File: config.mk
export PLATFORM = sky130hd
export DESIGN_NAME = axis2bram_interface
export DESIGN_NICKNAME = d
export VERILOG_FILES = /design/src/rtl/axis2bram_interface.sv
export SDC_FILE = /design/constraint.sdc
export NUM_CORES = 1
export LEC_CHECK = 0
export CAP_MARGIN = 0
export CORE_UTILIZATION = 45
export DETAILED_ROUTE_END_ITERATION = 10
export HOLD_SLACK_MARGIN = 0.12
export PLACE_DENSITY = 0.87
export RECOVER_POWER = 25
export SLEW_MARGIN = 20
export SYNTH_ARGS = -nofsm -noshare
export SYNTH_HDL_FRONTEND = slang
export SYNTH_SLANG_ARGS = --single-unit
File: constraint.sdc
create_clock -name ACC_CLK -period 2.5 [get_ports ACC_CLK]
set_clock_uncertainty 0.05 [all_clocks]
set_input_delay 0.75 -clock ACC_CLK [delete_from_list [all_inputs] [get_ports ACC_CLK]]
set_output_delay 0.75 -clock ACC_CLK [all_outputs]
set_load 0.005 [all_outputs]
File: src/rtl/axis2bram_interface.sv
// AXI-Stream to BRAM writer: stores one packet per transfer and queues its byte count in a depth FIFO.
// Optional `AXIS2BRAM_TKEEP_EN: byte enables and last-beat length follow TKEEP.
module axis2bram_interface #(
  parameter int unsigned AXIS_DATA_WIDTH  = 64,
  parameter int unsigned BRAM_ADDR_WIDTH  = 32,
  parameter int unsigned BRAM_DATA_WIDTH  = 32,
  parameter int unsigned BRAM_DATA_DEPTH  = 4,
  parameter int unsigned DEPTH_FIFO_DEPTH = 4
) (
  input  logic                         ACC_CLK,
  input  logic                         ARESETN,
  input  logic                         CTRL_ALLOW,
  output logic                         CTRL_FINISHED,
  output logic                         STATUS_OVERFLOW,
  input  logic [AXIS_DATA_WIDTH-1:0]   AXIS_TDATA,
  input  logic [AXIS_DATA_WIDTH/8-1:0] AXIS_TKEEP,
  input  logic                         AXIS_TVALID,
  input  logic                         AXIS_TLAST,
  output logic                         AXIS_TREADY,
  output logic [BRAM_ADDR_WIDTH-1:0]   BRAM_ADDR,
  output logic [BRAM_DATA_WIDTH-1:0]   BRAM_DOUT,
  output logic                         BRAM_EN,
  output logic [BRAM_DATA_WIDTH/8-1:0] BRAM_WE,
  output logic [31:0]                  DATA_DEPTH,
  input  logic                         DATA_DEPTH_READ,
  output logic                         DATA_DEPTH_EMPTY,
  output logic                         DATA_DEPTH_FULL
);

  localparam int unsigned NUM_BYTES   = BRAM_DATA_WIDTH / 8;
  localparam int unsigned DEPTH_BYTES = BRAM_DATA_DEPTH * NUM_BYTES;
  localparam int unsigned PTR_W       = (DEPTH_FIFO_DEPTH > 1) ? $clog2(DEPTH_FIFO_DEPTH) : 1;

  typedef enum logic [1:0] {StIdle, StRun, StFlush, StDone} state_e;

  state_e               state;
  logic                 allow_reg;
  logic [31:0]          current_address;

  logic [31:0]          fifo_mem [DEPTH_FIFO_DEPTH];
  logic [PTR_W-1:0]     wr_ptr;
  logic [PTR_W-1:0]     rd_ptr;
  logic [PTR_W:0]       count;

  logic                 beat;
  logic                 push;
  logic                 pop;
  logic [31:0]          push_depth;
  logic [31:0]          last_bytes;
  logic [NUM_BYTES-1:0] keep_mask;
  logic                 unused_inputs;

`ifdef AXIS2BRAM_TKEEP_EN
  function automatic logic [31:0] popcount(input logic [NUM_BYTES-1:0] v);
    logic [31:0] c;
    c = '0;
    for (int i = 0; i < NUM_BYTES; i++) begin
      c = c + 32'(v[i]);
    end
    return c;
  endfunction
`endif

  always_comb begin
`ifdef AXIS2BRAM_TKEEP_EN
    keep_mask  = AXIS_TKEEP[NUM_BYTES-1:0];
    last_bytes = popcount(keep_mask);
`else
    keep_mask  = '1;
    last_bytes = 32'(NUM_BYTES);
`endif
  end

  assign AXIS_TREADY = (state == StRun) || (state == StFlush);
  assign beat        = AXIS_TVALID && AXIS_TREADY;

  assign BRAM_EN   = beat && (state == StRun);
  assign BRAM_WE   = BRAM_EN ? keep_mask : '0;
  assign BRAM_ADDR = BRAM_ADDR_WIDTH'(current_address);
  assign BRAM_DOUT = AXIS_TDATA[BRAM_DATA_WIDTH-1:0];

  assign CTRL_FINISHED = (state == StDone);

  // An overflowed packet is recorded as exactly filling the BRAM.
  assign push       = beat && AXIS_TLAST && ((state == StRun) || (state == StFlush));
  assign push_depth = (state == StRun) ? current_address + last_bytes : 32'(DEPTH_BYTES);
  assign pop        = DATA_DEPTH_READ && !DATA_DEPTH_EMPTY;

  assign DATA_DEPTH       = fifo_mem[rd_ptr];
  assign DATA_DEPTH_EMPTY = (count == '0);
  assign DATA_DEPTH_FULL  = (count == (PTR_W + 1)'(DEPTH_FIFO_DEPTH));

  assign unused_inputs = ^{AXIS_TDATA, AXIS_TKEEP, current_address};

  always_ff @(posedge ACC_CLK) begin
    if (!ARESETN) begin
      state           <= StIdle;
      allow_reg       <= 1'b0;
      current_address <= '0;
      STATUS_OVERFLOW <= 1'b0;
    end else begin
      allow_reg <= CTRL_ALLOW;
      case (state)
        StIdle: begin
          if (allow_reg && CTRL_ALLOW && !DATA_DEPTH_FULL) begin
            state           <= StRun;
            current_address <= '0;
            STATUS_OVERFLOW <= 1'b0;
          end
        end
        StRun: begin
          if (beat) begin
            if (AXIS_TLAST) begin
              state <= StDone;
            end else if (current_address == 32'(DEPTH_BYTES - NUM_BYTES)) begin
              STATUS_OVERFLOW <= 1'b1;
              state           <= StFlush;
            end else begin
              current_address <= current_address + 32'(NUM_BYTES);
            end
          end
        end
        StFlush: begin
          if (beat && AXIS_TLAST) begin
            state <= StDone;
          end
        end
        StDone:  state <= StIdle;
        default: state <= StIdle;
      endcase
    end
  end

  always_ff @(posedge ACC_CLK) begin
    if (!ARESETN) begin
      wr_ptr <= '0;
      rd_ptr <= '0;
      count  <= '0;
    end else begin
      if (push && !DATA_DEPTH_FULL) begin
        wr_ptr <= wr_ptr + 1'b1;
      end
      if (pop) begin
        rd_ptr <= rd_ptr + 1'b1;
      end
      case ({push && !DATA_DEPTH_FULL, pop})
        2'b10:   count <= count + 1'b1;
        2'b01:   count <= count - 1'b1;
        default: count <= count;
      endcase
    end
  end

  always_ff @(posedge ACC_CLK) begin
    if (push && !DATA_DEPTH_FULL) begin
      fifo_mem[wr_ptr] <= push_depth;
    end
  end

endmodule

==> results.json, run 1 <==
{
  "status": "finished with violations",
  "violations_in_the_final_reports": "negative setup slack",
  "worst_slew_margin_rel": 0.542,
  "power.net_switching_mw": 2.15,
  "wirelength_mm": 19.2,
  "grt_pass1_wl_mm": 30.0,
  "power_per_cell_area_mw_per_mm2": 801,
  "regMostFlops": "fifo_mem",
  "synthesis.yosys.warnings": 0,
  "place.detailed.instances": 868,
  "post_synth_most_frequent_cells": "edfxtp_1, nor2_1, dfxtp_1",
  "clkTransAtPathRegs_ps": 60,
  "clkSinkCount": 167,
  "max-clock-path-buffers": 2,
  "flip_flop_count_of_the_largest_register_after_layout": 124,
  "syn_area_per_cell_sq_um": 13.2,
  "port_buffers": 77,
  "cts-buffers-inserted": 17,
  "worst_r2r_startpoint": "BRAM_ADDR[2]",
  "synth_area_leader_cell": "edfxtp_1",
  "grt_start_max_net_pins": 28,
  "ys_seq_elements": 167,
  "p_clk_frac": 0.336,
  "hold_path_class": "flip-flop to flip-flop",
  "final-instance-count-excl-fill": 913,
  "post_cts_hold_buffer_count": 0,
  "routed-wl-met2_mm": 9.89,
  "number_of_maximum_capacitance_constraint_violations": 0,
  "critical_path.endpoint_type": "output port",
  "area_growth_syn_to_fin_pct": 22.1,
  "fmax_mhz": 381,
  "viasPerCell": 5.91,
  "critPathArrivalTime_ps": 1830,
  "synth_enable_flop_cells": 124,
  "postSynth.asyncResetShare": 0,
  "cts_root_buffer": "clkbuf_16",
  "design.portCount": 184,
  "cts_tree": "done",
  "dr_pass1_iterations": 5,
  "insertion_delay_ps": 440,
  "setup_viol_count_final": 19,
  "timing.critical_path.fanout_max": 6,
  "fp.dieArea_sq_mm": 0.0180,
  "syn_area_sq_mm": 0.00786,
  "postLayoutSetupSlackWorst_ps": -127,
  "worstPathRequired_ps": 1700,
  "num_vias": 5392,
  "detail_route.iter0.violations": 766,
  "worst_slew_pin_slew_ps": 682,
  "power.sequential.fraction": 0.408,
  "route.detailed.wl_per_inst_um": 21.0,
  "rows": 47,
  "met3_length_mm": 1.52,
  "synth.top_cell.area_share": 0.474,
  "route.top_layer_used": "met4",
  "antenna_found_initial": 0,
  "cts_max_level": 4,
  "synth_flop_type": "edfxtp_1",
  "switching_share": 0.280,
  "period_needed_ps": 2630,
  "power.leakage_nw": 3.41,
  "synth.lib_cells_used.distinct": 66,
  "final.fill_count": 1302,
  "hpwl_mm": 12.5,
  "n_antenna_cell": 0,
  "die-width_um": 134,
  "synth_most_common_cell": "edfxtp_1",
  "postPlaceCellArea_sq_mm": 0.00896,
  "report.final.hold_viol_count": 0,
  "internal_power_mw": 5.54,
  "ir_drop_uv": 711,
  "num-nets-final": 771,
  "grt_setup_unrepaired": "yes",
  "final_design_area_no_fill_sq_mm": 0.00960,
  "critPathKind": "flip-flop to output port",
  "syn-instance-count": 594,
  "netlist_top_cells_area": "edfxtp_1, dfxtp_1, mux4_2, buf_4, nor2_1",
  "layout-drive-gt1-share": 0.267,
  "slew_violations": 0,
  "drc": 0,
  "antenna_violating_nets_post_route": 0,
  "comb_power_share": 0.256,
  "die_height_um": 134,
  "final_min_period_over_clock_period": 1.05,
  "hold_path_startpoint": "count[2]",
  "starting_density_of_the_core": 0.467,
  "globalRoute.totalOverflow": 0,
  "grt_pass1_vias": 5477,
  "met1_length_mm": 7.31,
  "core-area_sq_mm": 0.0168,
  "global_route.usage.total": 0.223,
  "synth_sequential_area_ratio": 0.583,
  "critical_path.startpoint_type": "flip-flop",
  "place_congestion": 0.942
}
-- routing by layer --
metal / up-vias / global-route usage
li1: 2369 / -
met1: 2679 / 0.266
met2: 294 / 0.381
met3: 50 / 0.0650
met4: 0 / 0.0861
met5: - / 0
-- area by class of cell --
type | count | area, sq um | share of cell area
flip-flops and latches | 167 | 4590 | 0.479
multi-input cells | 338 | 2770 | 0.289
repair buffers | 142 | 1330 | 0.138
clock buffers | 20 | 447 | 0.0465
well taps | 220 | 275 | 0.0287
clock inverters | 12 | 126 | 0.0132
inverters | 14 | 55.1 | 0.00574
-- repair_timing --
item,CTS,global route
endpoints found under the setup margin,40,35
setup buffers,9,4
endpoints found under the hold margin,0,0
resized for setup,132,17
gates cloned,3,0
-- worst max-delay path, stage by stage, from the launching register on --
cell and delay [ps]:
dfxtp_4 400, buf_12 120, buf_12 120, buf_6 100, mux4_2 520, buf_6 140
-- per-stage QoR --
step	utilization	worst slack, ps	TNS, ps	hold WS [ps]	total power [mW]
after detailed placement	0.533	-305	-4630	487	5.02
final	0.571	-127	-866	494	7.69
after global placement	0.533	-256	-3740	437	4.94
after floorplan	-	75.7	0	417	4.19
after global routing	0.571	-177	-1900	545	7.98
after CTS	0.574	-162	-2710	473	7.73
-- cells in the final DEF, fill, tap and decap left out, types with 4 or more instances in the layout --
cell type / instances
edfxtp_1: 124
buf_4: 46
nor2_1: 45
dfxtp_1: 40
clkdlybuf4s50_1: 38
nand2_1: 31
mux4_2: 31
nand3_1: 23
buf_2: 21
clkbuf_16: 17
xor2_1: 16
buf_12: 16
a21oi_1: 15
nand4_1: 14
xnor2_1: 13
inv_1: 12
o21ai_0: 10
and2_1: 10
ha_1: 10
nor4_1: 9
clkbuf_2: 8
and3_1: 6
or3_1: 6
or4_1: 6
conb_1: 6
buf_6: 6
and4_1: 5
nor3_1: 5
o211ai_1: 5
a31oi_1: 5
clkinv_2: 5
dlygate4sd2_1: 5
nor4_4: 4
-- worst paths after layout --
path         depth (start not counted)         endpoint  slack (ps)
max                                  5   DATA_DEPTH[28]        -130
min reg2reg                          2         count[2]         490
min                                  2         count[2]         490
max reg2reg                          6  fifo_mem[0][29]          90
-- power by group through the flow --
| stage | logic [mW] | registers, mW | clock network, mW |
|---|---|---|---|
| CTS | 2.02 | 3.14 | 2.58 |
| global route | 2.11 | 3.15 | 2.72 |
| global placement | 1.77 | 3.17 | 0 |
| floorplan | 1.02 | 3.16 | 0 |
| finish | 1.97 | 3.14 | 2.58 |
| detailed placement | 1.83 | 3.18 | 0 |
-- logic make-up (layout without fill, tap and decap cells) --
family | Yosys count | after routing | synth area share
flip-flops | 167 | 167 | 0.583
AND/OR/NAND/NOR | 190 | 190 | 0.141
XOR/XNOR | 29 | 29 | 0.0323
multiplexers | 36 | 36 | 0.0955
other | 1 | 6 | 0.000477
buffers and inverters | 94 | 188 | 0.0688
AO/OA/AOI/OAI | 64 | 64 | 0.0565
adder cells (fa/ha/maj) | 13 | 13 | 0.0217
(Power assumes the default switching activity.)
==> run 2, diff against run 1 <==
- CAP_MARGIN: 0 -> 10
- RECOVER_POWER: 25 -> 100
==> results of run 2 <==
Same layout as run 1: the final DEF is identical, and so are final timing and power.
==> run 3, diff against run 2 <==
- CORE_ASPECT_RATIO: unset -> 1.5
==> run 3 against run 2 <==
The run still ends with negative setup slack left. Sequential share of layout area increased by 0.75 points. Utilization decreased by 1.2 points. Clock-buffer cell count decreased by 3. Die area about the same. Fmax decreased by 1.2%. Non-clock buffer count increased by 2. Flip-flop and latch count unchanged. Critical path depth decreased by 1. First-iteration DRC count decreased by 40%. Final cell count decreased by 0.88%.
==> results.json, run 3 (synthesis gave the netlist of run 1 again) <==
{
  "power_per_cell_area_mw_per_mm2": 801,
  "worst_slew_margin_rel": 0.226,
  "globalRoute.totalOverflow": 0,
  "num_vias": 5397,
  "fin_total_pwr_mw": 7.57,
  "die_height_um": 164,
  "hold_path_startpoint": "count[2]",
  "cts_root_buffer": "clkbuf_16",
  "max-clock-path-buffers": 2,
  "post_cts_hold_buffer_count": 0,
  "final_core_utilization": 0.559,
  "design.portCount": 184,
  "worst_r2r_startpoint": "BRAM_ADDR[2]",
  "die-width_um": 110,
  "grt_pass1_wl_mm": 28.3,
  "mostFrequentLayoutCell": "edfxtp_1",
  "area_growth_syn_to_fin_pct": 20.2,
  "grt_setup_unrepaired": "yes",
  "ir_drop_uv": 704,
  "rows": 58,
  "fmax_mhz": 376,
  "p_clk_frac": 0.322,
  "final_min_period_over_clock_period": 1.06,
  "regMostFlops": "fifo_mem",
  "critical-path-max-stage-delay_ps": 510,
  "flip_flop_count_of_the_largest_register_after_layout": 124,
  "postLayoutSetupSlackWorst_ps": -158,
  "power.net_switching_mw": 2.20,
  "report.final.hold_viol_count": 0,
  "critical_path.startpoint_type": "flip-flop",
  "power.sequential.fraction": 0.416,
  "path_buf_inv": 3,
  "clkSinkCount": 167,
  "crit_path_cell_trace": "buf_12, buf_6, mux4_2, buf_2",
  "cts-buffers-inserted": 17,
  "critPathArrivalTime_ps": 1860,
  "power.leakage_nw": 3.33,
  "hpwl_mm": 11.3,
  "timing.critical_path.fanout_max": 6,
  "final-seq-area_sq_mm": 0.00459,
  "cell_family_contributing_the_most_delay_on_the_critical_path": "multiplexers",
  "cts_tree": "done",
  "final_design_area_no_fill_sq_mm": 0.00945,
  "setup_viol_count_final": 48,
  "status": "finished with violations",
  "period_needed_ps": 2660,
  "crit_path_top_delay_cell": "mux4_2",
  "hold_path_class": "flip-flop to flip-flop",
  "grt_pass1_vias": 5253,
  "grt_start_max_net_pins": 32,
  "slew_violations": 0,
  "detail_route.iter0.violations": 459,
  "core-area_sq_mm": 0.0169,
  "num-nets-final": 773,
  "violations_in_the_final_reports": "negative setup slack",
  "worstPathRequired_ps": 1700,
  "multi_input_area_sq_mm": 0.00273,
  "insertion_delay_ps": 430,
  "switching_share": 0.291,
  "comb_power_share": 0.262,
  "internal_power_mw": 5.37,
  "worst_slew_pin_slew_ps": 1160,
  "critical_path.endpoint_type": "output port",
  "fp.dieArea_sq_mm": 0.0180,
  "drc": 0,
  "clkTransAtPathRegs_ps": 70,
  "cts_max_level": 4,
  "route.detailed.wl_per_inst_um": 20.4,
  "global_route.usage.total": 0.214,
  "number_of_maximum_capacitance_constraint_violations": 0,
  "starting_density_of_the_core": 0.465,
  "critPathKind": "flip-flop to output port",
  "postPlaceCellArea_sq_mm": 0.00887,
  "most_used_cells_in_the_layout_excluding_fill_and_tap_cells": "edfxtp_1, nor2_1, dfxtp_1",
  "place_congestion": 0.866,
  "port_buffers": 77,
  "final.fill_count": 1300,
  "n_antenna_cell": 0,
  "layout-drive-gt1-share": 0.242,
  "wirelength_mm": 18.4,
  "dr_pass1_iterations": 5,
  "viasPerCell": 5.96,
  "antenna_violating_nets_post_route": 0,
  "antenna_found_initial": 0
}
-- run 3: changes by cell type in the layout (fill, tap and decap cells not counted), sizes merged --
cell	previous run	this run
inv	16	21
dlygate4sd2	5	3
dlygate4sd3	0	21
dlymetal6s2s	2	0
buf	89	80
clkdlybuf4s50	38	21
clkbuf	28	36
bufinv	2	0
-- run 3: path summary, 6_finish.rpt --
kind | endpoint | slack, ps | cells past startpoint
max reg2reg | BRAM_ADDR[30] | -70 | 6
min | count[2] | 460 | 2
min reg2reg | count[2] | 460 | 2
max | DATA_DEPTH[4] | -160 | 4
-- run 3: layout make-up --
type / count / share of cell area
multi-input combinational: 338 / 0.289
tap: 210 / 0.0278
clock buffer: 17 / 0.0450
inverter: 14 / 0.00556
timing repair buffer: 144 / 0.134
sequential: 167 / 0.486
clock inverter: 15 / 0.0127
-- run 3: worst min-delay path, stage by stage (launching register included) --
cell and delay (ps):
dfxtp_1 330, o21ai_0 70, a21oi_1 60
-- run 3: repair_timing --
item                       CTS  global route
setup buffers               21             0
setup endpoints to repair   39            41
gates resized for setup    162             7
gates cloned                 4             0
pin swaps                    1             1
-- run 3: power groups by stage --
stage	combinational, mW	sequential, mW	clock [mW]
3_3_place_gp	1.81	3.17	0
5_1_grt	2.12	3.16	2.56
3_5_place_dp	1.83	3.17	0
2_1_floorplan	1.02	3.16	0
4_1_cts	2.12	3.15	2.46
6_report	1.98	3.15	2.44
-- run 3: metrics by stage --
step	hold slack (ps)	std cells	worst slack, ps	setup TNS, ps
floorplan	417	599	75.7	0
global placement	439	851	-260	-2900
detailed placement	446	851	-281	-3710
CTS	461	907	-161	-3920
global route	491	905	-184	-13050
finish	461	905	-158	-3360
-- run 3: metal layers --
metal / wire [um] / global-route usage / vias to the layer above
met5: 0 / 0 / -
met4: 720 / 0.121 / 0
met3: 1100 / 0.0306 / 55
met2: 9630 / 0.366 / 274
met1: 6990 / 0.254 / 2693
li1: - / - / 2375
